`src/rtl/mux_scan_ctrl.sv`:
```
// mux_scan_ctrl: walks the 4:1 mux select through channels A..D, dwells
// DWELL cycles on each, samples y on the last dwell cycle and publishes the
// four samples as `word` with a one-cycle `done` pulse. Sweeps are
// single-shot (mode=0) or back-to-back (mode=1).
// Optional feature macro: MUX_SCAN_PARITY_EN adds a registered `parity`
// output equal to the XOR of `word`.
module mux_scan_ctrl #(
  parameter int unsigned DWELL = 2,
  parameter int unsigned CW    = 4
) (
  input  logic       clk,
  input  logic       rst_n,
  input  logic       start,
  input  logic       mode,
  input  logic       y,
  output logic       sel1,
  output logic       sel2,
  output logic       sample,
  output logic       busy,
  output logic       done,
  output logic [3:0] word
`ifdef MUX_SCAN_PARITY_EN
  ,
  output logic       parity
`endif
);

  localparam logic [0:0] IDLE = 1'b0;
  localparam logic [0:0] SCAN = 1'b1;

  // DWELL=0 is illegal and behaves as DWELL=1.
  localparam int unsigned      DW_EFF   = (DWELL == 0) ? 1 : DWELL;
  localparam logic [CW-1:0]    CNT_LAST = CW'(DW_EFF - 1);

  logic [0:0]    state;
  logic [1:0]    ch;
  logic [CW-1:0] cnt;
  // Only channels A..C need shadowing: channel D is taken straight from y
  // at the sweep-end edge, so a fourth shadow bit would never be read.
  logic [2:0]    sh;

  // Select, sample strobe and busy flag derived from the current state.
  always_comb begin
    busy   = (state == SCAN);
    sample = busy && (cnt == CNT_LAST);
    {sel1, sel2} = busy ? ch : 2'b00;
  end

  // Sweep sequencer: dwell counting, channel stepping, word assembly.
  always_ff @(posedge clk or negedge rst_n) begin
    if (!rst_n) begin
      state  <= IDLE;
      ch     <= '0;
      cnt    <= '0;
      sh     <= '0;
      word   <= '0;
      done   <= 1'b0;
`ifdef MUX_SCAN_PARITY_EN
      parity <= 1'b0;
`endif
    end else begin
      done <= 1'b0;
      case (state)
        IDLE: begin
          if (start) begin
            state <= SCAN;
            ch    <= '0;
            cnt   <= '0;
          end
        end
        SCAN: begin
          if (sample) begin
            cnt <= '0;
            ch  <= ch + 2'd1;
            if (ch != 2'd3) begin
              sh[ch] <= y;
            end else begin
              word   <= {y, sh};
              done   <= 1'b1;
`ifdef MUX_SCAN_PARITY_EN
              parity <= ^{y, sh};
`endif
              if (!mode) state <= IDLE;
            end
          end else begin
            cnt <= cnt + CW'(1);
          end
        end
        default: state <= IDLE;
      endcase
    end
  end

endmodule
```
`config.mk`:
```
export PLATFORM = sky130hd
export DESIGN_NAME = mux_scan_ctrl
export DESIGN_NICKNAME = d
export VERILOG_FILES = /design/src/rtl/mux_scan_ctrl.sv
export SDC_FILE = /design/constraint.sdc
export NUM_CORES = 1
export LEC_CHECK = 0
export ABC_AREA = 1
export CORE_AREA = 2 2 39 41
export DETAILED_ROUTE_END_ITERATION = 8
export DIE_AREA = 0 0 41 43
export DONT_BUFFER_PORTS = 1
export PLACE_DENSITY = 0.82
export RECOVER_POWER = 100
export SLEW_MARGIN = 20
export SYNTH_ARGS = -nofsm -noshare
export SYNTH_HDL_FRONTEND = slang
export SYNTH_SLANG_ARGS = --single-unit
```
`constraint.sdc`:
```
create_clock -name clk -period 2.9 [get_ports clk]
set_input_delay 0.58 -clock clk [delete_from_list [all_inputs] [get_ports clk]]
set_output_delay 0.58 -clock clk [all_outputs]
set_load 0.1 [all_outputs]
```
; Word-level counts from Yosys, hierarchy flattened
; Index checks and enable logic that the tools add are counted.
[classes]
add_sub_neg = 2
magnitude_cmp = 2
n_eq_ne = 4
mux = 18
n_bitwise = 2
n_reduce_logical = 5
[ops]
columns = operator, n
row1 = $mux 1, 8
row2 = $mux 4, 2
row3 = $pmux 4 s2, 1
row4 = $mux 2, 3
row5 = $ne 2x2->1 const B, 3
row6 = $reduce_and 3->1, 2
row7 = $add 4x1->4 const B, 1
row8 = $eq 4x1->1 const B, 1
row9 = $pmux 2 s2, 1
row10 = $bwmux 3, 1
row11 = $lt 2x3->1 const B, 1
row12 = $add 2x1->2 const B, 1
row13 = $demux 1 s2, 1
row14 = $ge 2x1->1 const B, 1
row15 = $logic_and 1x1->1, 2
row16 = $not 1->1, 2
row17 = $pmux 1 s2, 1
row18 = $reduce_and 2->1, 1
[totals]
reg_bits = 15
out_inout_bits = 9

; Depth between registers and ports, before layout
[logic_depth]
word_depth = 5
mapped_depth = 8
ltp_nobuf = 8

; Worst setup path before layout
; No wires, ideal clock.
[synth_path]
path_type = flip-flop to output port
from = register state, in the netlist busy
to = output sample
t_arrival_ns = 1.787
required_ns = 2.320
setup_slack_ns = 0.533
path_stages_with_launch = 3
path_buffers = 0
path_cell_list = dfrtp_1 -> nand2_2 -> nor2_4
[synth_via]
elab_chain_len = 1
[synth_lines]
columns = element, line
row1 = from (decl), 35  ; logic [0:0] state;
row2 = from (signal assigned), 52  ; state <= IDLE;
row3 = from (signal assigned), 66  ; state <= SCAN;
row4 = from (signal assigned), 83  ; if (!mode) state <= IDLE;
row5 = $logic_and 1x1->1, 45  ; sample = busy && (cnt == CNT_LAST);
row6 = to (decl), 18  ; output logic sample,
; No other way between the ends.

; Final worst setup path
[layout_path]
from = register cnt[1]
to = output sample
[layout_via]
elab_chain_len = 2
[layout_lines]
columns = element, line
row1 = from (decl), 37  ; logic [CW-1:0] cnt;
row2 = from (signal assigned), 86  ; cnt <= cnt + CW'(1);
row3 = $eq 4x1->1, 45
row4 = $logic_and 1x1->1, 45
; No other way between the ends.

==> reports/results.tsv <==
metric	value	unit
yosys_register_bits	15	
die_w	41	microns
multi_input_area	334	sq um
clock_latency	0.28	ns
layout.nets	109	
holdPathStages	2	
yosys.area_share.simple	0.324	
rows	14	
seqCellArea	375	sq um
initial_utilization	0.566	
synth_area_leaders	dfrtp_1, nand2_1, ha_1	
fillers	126	
yosysWarnings	0	
clk_pin_slew	0.09	ns
cts_buffers	3	
worstPathCellList	inv_1 > ha_1 > nand2_1 > nor2_4	
io_pins	14	
vias_per_cell	5.35	
antenna_found_initial	0	
syn_to_final_growth	6.07	%
rr_worst_depth	7	
crit_type	flip-flop to output pin	
ant_nets	0	
seq_area_frac_synth	0.479	
layout-drive-gt1-share	0.0825	
syn_nets	100	
cap_violations	0	
r2r_start	cnt[1]	
synth_top_area_cell	dfrtp_1	
synth_cell_types	14	
min_to	word[3]	
finalSetupTns	0	ns
clock_sinks	15	
slowest_stage	nor2_4	
post_cts.repair.setup_buffers	0	
period_share	0.753	
drv_slew	0	
grt_pass1_vias	570	
required	2.32	ns
hold_viol_final	0	
cp_data_arrival_time	1.60	ns
setup_viol	0	
drc	0	
synthAdderAreaFrac	0.0958	
gp_congestion	0.730	
synth_top_family_by_area	simple AND/OR/NAND/NOR gates	
cts_tree	built	
critPathMaxStageDelay	0.59	ns
end_kind	output pin	
worst_slack	0.716	ns
synth-compound-area-share	0.0319	
core-area	0.00138	sq mm
h-tree-depth	1	
num_vias	604	
grt_pass1_wl	2480	microns
r2r-end	word[2]	
synthMuxAreaShare	0	
place_hpwl	1070	microns
portBuffers	0	
dieArea	0.00176	sq mm
cp-start-kind	flip-flop	
worstHoldPathType	input port to flip-flop	
rsz0062_at_grt	false	
gr-total-overflow	0	
syn_avg_cell_area	8.80	sq um
first_pass_iters	4	
cp_max_fo	7	
synthXorXnorAreaFrac	0.0112	
synth_top_area_share	0.479	
drt-initial-drc-count	7	
r2r_setup_slack	1.03	ns
cp_top_family	simple AND/OR/NAND/NOR gates	
netlist_instances	89	
die_y	43	microns
worstHoldStart	y	
synth.cell_area	783	sq um
skew	0.00359	ns
wire_per_inst	12.3	microns
n_antenna_cell	0	
worst_slew_pin_slew	0.904	ns
grt_usage	0.215	
period_minus_slack	2.18	ns
critical_path_buf_inv_count	1	
clk_path_buf_depth	2	
grt_max_degree	16	
fmax	0.458	GHz
root_buffer	clkbuf_4	
pre_cts_slack	1.03	ns
outcome	completed	
maxSlewHeadroom	0.397	
wl	1390	microns
## cell usage in the layout, fill, tap and decap left out, types with 2 or more instances in the layout
master / n
inv_1: 12
o21ai_0: 5
ha_1: 6
buf_4: 2
nor2_4: 2
nor2_1: 3
clkbuf_4: 3
dfrtp_1: 15
nand3_1: 4
nand2_1: 34
nand4_1: 7
## routing by layer
layer | part of all wire | track usage
met5 | 0 | 0
met3 | 0.078 | 0.0733
met4 | 0.021 | 0.100
met2 | 0.50 | 0.338
met1 | 0.40 | 0.251
## timing repair
item | 4_1_cts | 5_1_grt
hold endpoints to repair | 15 | 0
hold buffers | 1 | 0
gates resized for setup | 0 | 0
## worst max-delay path by stage
stage               startpoint      to  slack, ns  depth (start not counted)
global route            cnt[1]  sample       0.60                          4
CTS                     cnt[1]  sample       0.71                          4
global placement        cnt[1]  sample       1.05                          4
detailed placement      cnt[1]  sample       1.03                          4
floorplan                 busy  sample       0.53                          2
finish                  cnt[1]  sample       0.72                          4
## layout make-up
| cell class | count | area share |
|---|---|---|
| Sequential cell | 15 | 0.452 |
| Tap cell | 16 | 0.0241 |
| Clock buffer | 4 | 0.0316 |
| Timing Repair Buffer | 4 | 0.0361 |
| Multi-Input combinational cell | 62 | 0.402 |
| Inverter | 12 | 0.0542 |
## cell usage after synthesis
cell type and instances:
nand2_1 31, dfrtp_1 15, o21ai_0 5, nand2_4 1, nor2_4 2, nand4_1 7
inv_2 1, nor2_1 2, xnor2_1 1, ha_1 6, nand3_1 4, nand2_2 2
inv_1 11, nor2_8 1
## stage by stage
step                instances  utilization  instance area (sq um)  hold WS [ns]
floorplan                  89            -                    783         0.284
global placement          108        0.597                    826         0.285
detailed placement        108        0.597                    826         0.285
CTS                       113        0.623                    862         0.408
global route              113        0.600                    831         0.393
finish                    113        0.600                    831         0.410
## flip-flops by register name, indices dropped and copies added, names as in the netlist
register / cells
done: 1
cnt: 4
sh: 3
word: 4
busy: 1
ch: 2
## worst reg2reg max path: stages, from the launching register on
cell	delay, ns
dfrtp_1	0.43
inv_1	0.07
ha_1	0.13
nand2_1	0.09
nor2_4	0.59
nand2_1	0.26
nand2_1	0.12
nand2_1	0.06
## kinds of logic after synthesis
family / count (synthesis)
AOI/OAI and AO/OA: 5
xor gates and xnor gates: 1
adders and majority gates: 6
buffers and inverters: 12
DFF: 15
and+or+nand+nor: 50
Power is left out: the tool's default activity adds up to more than one toggle a clock period on the data nets, which glitch-free logic cannot reach.
